$ cat src/rtl/definitions.sv
// definitions: constants and Gray-code helpers shared by the read side
// (rptr_empty) and the write side (wptr_full) of the async FIFO.
//   ADDRSIZE   RAM address width; FIFO depth is 2**ADDRSIZE
//   PTRSIZE    pointer width (one extra MSB to tell laps apart)
//   bin2gray() binary -> Gray at pointer width
//   gray2bin() Gray -> binary at pointer width
package definitions;

  localparam int ADDRSIZE = 4;
  localparam int PTRSIZE  = ADDRSIZE + 1;

  function automatic logic [PTRSIZE-1:0] bin2gray(input logic [PTRSIZE-1:0] bin);
    return (bin >> 1) ^ bin;
  endfunction

  function automatic logic [PTRSIZE-1:0] gray2bin(input logic [PTRSIZE-1:0] gray);
    logic [PTRSIZE-1:0] bin_v;
    bin_v = {PTRSIZE{1'b0}};
    for (int i = 0; i < PTRSIZE; i++) begin
      bin_v[i] = ^(gray >> i);
    end
    return bin_v;
  endfunction

endpackage

$ cat src/rtl/gray2bin_conv.sv
// gray2bin_conv: combinational Gray-to-binary converter of parameterized width.
//   gray  in   W   Gray-coded value
//   bin   out  W   binary equivalent
// Each binary bit is the XOR of its Gray bit and every more-significant Gray
// bit; writing it as a reduction of the shifted input keeps every bit a
// direct function of the input instead of chaining through bin itself.
module gray2bin_conv #(
  parameter int W = 5
) (
  input  logic [W-1:0] gray,
  output logic [W-1:0] bin
);

  for (genvar i = 0; i < W; i++) begin : g_bit
    assign bin[i] = ^(gray >> i);
  end

endmodule

$ cat src/rtl/rptr_empty.sv
// rptr_empty: read-domain pointer and empty-flag generator of the async FIFO.
//   rclk           in   1           read clock, all state on posedge
//   rrst           in   1           synchronous active-high reset
//   rq2_wptr       in   ADDRSIZE+1  Gray write pointer, already synced to rclk
//   rinc           in   1           read request
//   raddr          out  ADDRSIZE    RAM read address
//   rptr           out  ADDRSIZE+1  registered Gray read pointer (to sync_r2w)
//   rempty         out  1           registered empty flag
//   ralmost_empty  out  1           registered, occupancy <= AE_LEVEL
//   runderflow     out  1           sticky, read requested while empty
module rptr_empty
  import definitions::*;
#(
  parameter int ADDRSIZE = definitions::ADDRSIZE,
  parameter int AE_LEVEL = 2
) (
  input  logic                rclk,
  input  logic                rrst,
  input  logic [ADDRSIZE:0]   rq2_wptr,
  input  logic                rinc,
  output logic [ADDRSIZE-1:0] raddr,
  output logic [ADDRSIZE:0]   rptr,
  output logic                rempty,
  output logic                ralmost_empty,
  output logic                runderflow
);

  localparam int PW = ADDRSIZE + 1;

  logic [PW-1:0] rbin_r;
  logic [PW-1:0] rptr_r;
  logic          rempty_r;
  logic          ralmost_empty_r;
  logic          runderflow_r;

  logic          rd_ok_s;
  logic [PW-1:0] rbinnext_s;
  logic [PW-1:0] rgraynext_s;
  logic [PW-1:0] wbin_s;
  logic [PW-1:0] occ_s;
  logic          empty_next_s;
  logic          ae_next_s;

  gray2bin_conv #(.W(PW)) u_wbin_conv (
    .gray (rq2_wptr),
    .bin  (wbin_s)
  );

  // Next-pointer and next-flag computation for the coming edge.
  always_comb begin
    rd_ok_s      = rinc & ~rempty_r;
    rbinnext_s   = rbin_r + {{(PW-1){1'b0}}, rd_ok_s};
    rgraynext_s  = (rbinnext_s >> 1) ^ rbinnext_s;
    // Modulo-2**PW difference; the extra MSB keeps a full lap (2**ADDRSIZE)
    // distinct from zero.
    occ_s        = wbin_s - rbinnext_s;
    empty_next_s = (rgraynext_s == rq2_wptr);
    ae_next_s    = (occ_s <= PW'(AE_LEVEL));
  end

  // Pointer, flag and sticky-error registers.
  always_ff @(posedge rclk) begin
    if (rrst) begin
      rbin_r          <= {PW{1'b0}};
      rptr_r          <= {PW{1'b0}};
      rempty_r        <= 1'b1;
      ralmost_empty_r <= 1'b1;
      runderflow_r    <= 1'b0;
    end else begin
      rbin_r          <= rbinnext_s;
      rptr_r          <= rgraynext_s;
      rempty_r        <= empty_next_s;
      ralmost_empty_r <= ae_next_s;
      runderflow_r    <= runderflow_r | (rinc & rempty_r);
    end
  end

  // raddr is a slice of the binary register, so it adds no latency.
  assign raddr         = rbin_r[ADDRSIZE-1:0];
  assign rptr          = rptr_r;
  assign rempty        = rempty_r;
  assign ralmost_empty = ralmost_empty_r;
  assign runderflow    = runderflow_r;

endmodule

$ cat config.mk
export PLATFORM = sky130hd
export DESIGN_NAME = rptr_empty
export DESIGN_NICKNAME = d
export VERILOG_FILES = /design/src/rtl/definitions.sv /design/src/rtl/gray2bin_conv.sv /design/src/rtl/rptr_empty.sv
export SDC_FILE = /design/constraint.sdc
export NUM_CORES = 1
export LEC_CHECK = 0
export CORE_MARGIN = 2
export CORE_UTILIZATION = 50
export DETAILED_ROUTE_END_ITERATION = 8
export GPL_TIMING_DRIVEN = 0
export HOLD_SLACK_MARGIN = 0.15
export PLACE_DENSITY = 0.76
export SYNTH_ARGS = -nofsm -noshare
export SYNTH_HDL_FRONTEND = slang
export SYNTH_HIERARCHICAL = 1
export SYNTH_SLANG_ARGS = --single-unit
$ cat constraint.sdc
create_clock -name rclk -period 3.35 [get_ports rclk]
set_input_delay 0.67 -clock rclk [delete_from_list [all_inputs] [get_ports rclk]]
set_output_delay 0.67 -clock rclk [all_outputs]
set_load 0.02 [all_outputs]
# == After elaboration in Yosys (flattened, before gate mapping) ==
# Index checks and enable logic that the tools add are counted.
# totals
regBits,13
inputBits,8
out_inout_bits,12
wordCells,19
# classes
addsub,2
magnitude_cmp,1
eq_ne,1
n_bitwise,5
reduce_logical,5
# op_table
operator,n
5-bit parity,5
5-bit by 1-bit adder with 5-bit output,1
5-bit == test,1
5-bit by 2-bit less-or-equal comparator with 1-bit output (second input constant),1
5-bit subtractor,1
4-bit by 5-bit bitwise XOR with 5-bit output,1
1-bit AND,2
1-bit inverter,1
1-bit OR,1

# == Longest topological paths before layout ==
# logic_depth
depth_word,5
mapped_depth,10
mapped_depth_nobuf,10

# == By module ==
# The synthesis kept the hierarchy.
# modules_own_cells
module,n_inst,cells_each,area_each_um2,seq_area_each_um2
rptr_empty,1,107,930.9,240.2
gray2bin_conv,1,6,72.6,0.0

# == Worst setup path before layout ==
# No wires, ideal clock.
# synth_timing
path_type,input-to-reg
from,input rq2_wptr[4]
to,"register ralmost_empty_r, in the netlist ralmost_empty"
setup_ns,0.116
arrival_ns,2.592
t_required_ns,3.234
slack_ns,0.642
stages,10
path_buffers,0
path_cell_list,xor2_2 -> xnor3_1 -> inv_1 -> ha_1 -> inv_2 -> fa_1 -> maj3_2 -> a21oi_2 -> xnor2_1 -> a41o_1
# synth_between
elab_chain_cells,3
word_cells_on_any_way,7
classes_between,add/sub: 1; order compare: 1; reduce/logical: 5
# synth_rtl
element,line_no,source
start: declaration,rptr_empty.sv:19,"input logic [ADDRSIZE:0] rq2_wptr,"
5-bit parity,gray2bin_conv.sv:15,assign bin[i] = ^(gray >> i);
net wbin_s[0],rptr_empty.sv:39,logic [PW-1:0] wbin_s;
5-bit subtractor,rptr_empty.sv:56,occ_s = wbin_s - rbinnext_s;
5-bit by 2-bit less-or-equal comparator with 1-bit output,rptr_empty.sv:58,ae_next_s = (occ_s <= PW'(AE_LEVEL));
end signal: assignment,rptr_empty.sv:73,ralmost_empty_r <= ae_next_s;
end: declaration,rptr_empty.sv:33,logic ralmost_empty_r;
# The timed path passes the listed nets, and every way through them passes these cells.
# A chain may end at the register's enable or synchronous reset.

# == Worst setup path after layout ==
# Ends and elaborated chain as after synthesis.

==> impl_metrics.tcl <==
set metrics [dict create \
    overflow 0 \
    synthFlopType "dfxtp_1" \
    cp_data_arrival_time_ns 3.34 \
    cts.sinks 12 \
    period_share_pct 94.6 \
    cts_buffers 3 \
    rows 16 \
    p_leak_uw 0.000521 \
    path_class "input port to flip-flop" \
    synth.top_cell.area_share_pct 23.9 \
    place_congestion 0.765 \
    htreeDepth 1 \
    ys_types 43 \
    tightest_slew_ns 0.466 \
    clockRootBuffer "clkbuf_4" \
    vias 874 \
    endpoint_kind "flip-flop" \
    cp.required_ns 3.52 \
    r2r-start "rempty" \
    synthDominantAreaCellType "dfxtp_1" \
    syn_area_per_cell_um2 8.88 \
    path_cells "clkdlybuf4s50_1 -> xor2_4 -> xnor3_1 -> inv_1 -> ha_1 -> inv_2 -> fa_1 -> maj3_2 -> a21oi_2 -> xnor2_1 -> a41o_1" \
    fin_crit_ns 3.17 \
    r2r_slack_ns 0.96 \
    insertion_delay_ns 0.28 \
    coreArea_um2 1920 \
    grt_max_degree 11 \
    die_height_um 48.8 \
    viasPerCell 5.40 \
    slew_viol_final 0 \
    drt.antenna.violating_nets 0 \
    dp_hpwl_um 1750 \
    vdd_drop_max_mv 0.210 \
    cts_max_path_buffers 2 \
    initialDrtViolationCount 7 \
    timing.rr.end "ralmost_empty" \
    yosys_register_bits 12 \
    drt_pass1_iterations 4 \
    synth_edf_count 0 \
    ys_seq_area_share_pct 23.9 \
    path_clk_slew_ns 0.08 \
    die_w_um 48.8 \
    first_global_vias 867 \
    min_path_cells 2 \
    yosys_warnings 6 \
    cp_max_fo 5 \
    start_kind "input port" \
    design_area_um2 1260 \
    hp-class "flip-flop to flip-flop" \
    dieArea_um2 2380 \
    outcome "finished, final reports clean" \
    antenna_found_initial 0 \
    syn_area_um2 1000 \
    grt_pass1_wl_um 3900 \
    top_level_ports 20 \
    syn-instance-count 113 \
    wire_per_inst_um 13.8 \
    dpl_cell_area_um2 1230 \
    hold_path_end "runderflow" \
    cts_hold_buf 0 \
    cts_tree "built" \
    fin_worst_skew_ns 0.00319 \
    wirelength_um 2230 \
    final_hold_viol_count 0 \
    max_slew_margin_pct 68.8 \
    areaGrowthSynthToFinish_pct 25.9 \
    nFillCells 174 \
    finalSetupViolations 0 \
    rsz0062_at_grt "no" \
    drc 0 \
    io_buffers 19 \
    max_freq_ghz 0.315 \
    antenna_cells 0 \
    fin_util_pct 65.8 \
    cp_slowest_cell "clkdlybuf4s50_1" \
    hp-start "runderflow" \
    crit_path_max_incr_delay_ns 0.65 \
    nNetsFinal 150 \
    drive_gt1_share_pct 11.1 \
    r2r_cells 9 \
    initial_core_util_pct 52.2 \
    drv.max_cap_violation_count 0 \
    powerDensity_nw_per_um2 305 \
    grt_use_total_pct 21.2 \
    synth_fp_nets 126 \
    async_flop_share_pct 0 \
    synthTopCellsByArea "dfxtp_1, xnor2_1, xnor3_1, xor2_1, ha_1" \
]
## worst max-delay path: cells and delay by family
kind,cells,cell delay [ns]
xor gates and xnor gates,3,0.67
buffers and inverters,3,0.75
AOI/OAI and AO/OA,2,0.37
adders and majority gates,3,0.87
## per-layer routing
layer / global-route usage (%) / wire, µm / vias up
li1: - / - / 441
met5: 0 / 0 / -
met1: 24.9 / 961 / 399
met2: 38.1 / 1130 / 28
met4: 7.62 / 51 / 0
met3: 3.99 / 90 / 6
## logic make-up after synthesis
kind of cell | after synthesis | share of synthesized area [%]
flops | 12 | 23.9
simple gates | 39 | 21.7
xor+xnor | 24 | 26.6
mux | 1 | 0.998
fa+ha+maj | 6 | 8.10
compound gates | 19 | 13.2
buf+inv | 12 | 5.49
## registers in the layout (all words and copies together), names as in the netlist
name           count
runderflow         1
rbin_r             5
rptr               4
rempty             1
ralmost_empty      1
## layout by cell type, fill, tap and decap left out, types with 3 or more instances in the layout
cell,instances
nand2b_1,3
clkdlybuf4s50_1,18
inv_1,4
xnor3_1,3
buf_2,5
xor2_1,7
o21ai_1,3
ha_1,4
nor2b_1,3
nor2_1,12
xnor2_1,12
dfxtp_1,12
clkbuf_4,3
a21oi_1,5
nand2_1,3
## synthesized netlist by cell type, types with 2 or more instances
| cell | instances |
|---|---|
| a21oi_1 | 5 |
| a41o_1 | 2 |
| and2_1 | 2 |
| and3_1 | 2 |
| buf_2 | 5 |
| dfxtp_1 | 12 |
| ha_1 | 4 |
| inv_1 | 4 |
| nand2_1 | 3 |
| nand2b_1 | 3 |
| nand3_1 | 2 |
| nand4b_1 | 2 |
| nor2_1 | 12 |
| nor2b_1 | 3 |
| nor4_1 | 2 |
| o21ai_1 | 3 |
| or3_1 | 2 |
| xnor2_1 | 12 |
| xnor3_1 | 3 |
| xor2_1 | 7 |
## where the power goes
group          internal (µW)  switching, µW
clock                   41.7           51.9
combinational           71.2           64.9
sequential               150           5.11
total                    263            122
## worst max path at each step
| stage | start | slack (ns) | depth (start not counted) | end |
|---|---|---|---|---|
| 6_report | rq2_wptr[4] | 0.18 | 11 | ralmost_empty |
| 5_1_grt | rq2_wptr[4] | 0.03 | 11 | ralmost_empty |
| 4_1_cts | rq2_wptr[3] | 0.09 | 11 | ralmost_empty |
| 2_1_floorplan | rq2_wptr[4] | 0.64 | 10 | ralmost_empty |
| 3_5_place_dp | rq2_wptr[3] | -0.18 | 11 | ralmost_empty |
| 3_3_place_gp | rq2_wptr[3] | -0.14 | 11 | ralmost_empty |
## per-stage QoR
stage	hold WS [ns]	setup slack (ns)	instances	total power (µW)	TNS [ns]
2_1_floorplan	0.570	0.642	113	249	0
3_3_place_gp	0.459	-0.139	159	288	-0.139
3_5_place_dp	0.461	-0.177	159	295	-0.177
4_1_cts	0.487	0.0894	162	385	0
5_1_grt	0.535	0.0320	162	409	0
6_report	0.478	0.180	162	385	0
## cell type report
type,count,area [µm²],area share [%]
plain buffers,7,36.3,2.87
repair buffers,19,193,15.2
clock buffers,3,22.5,1.78
flip-flops and latches,12,240,19.0
well taps,27,33.8,2.67
inverters,5,18.8,1.49
multi-input cells,89,719,56.9
## repair_timing
item,CTS,global route
resized for setup,0,2
setup buffers,0,0
setup endpoints to repair,0,1
No activity file was read; power rests on OpenSTA's default activity.
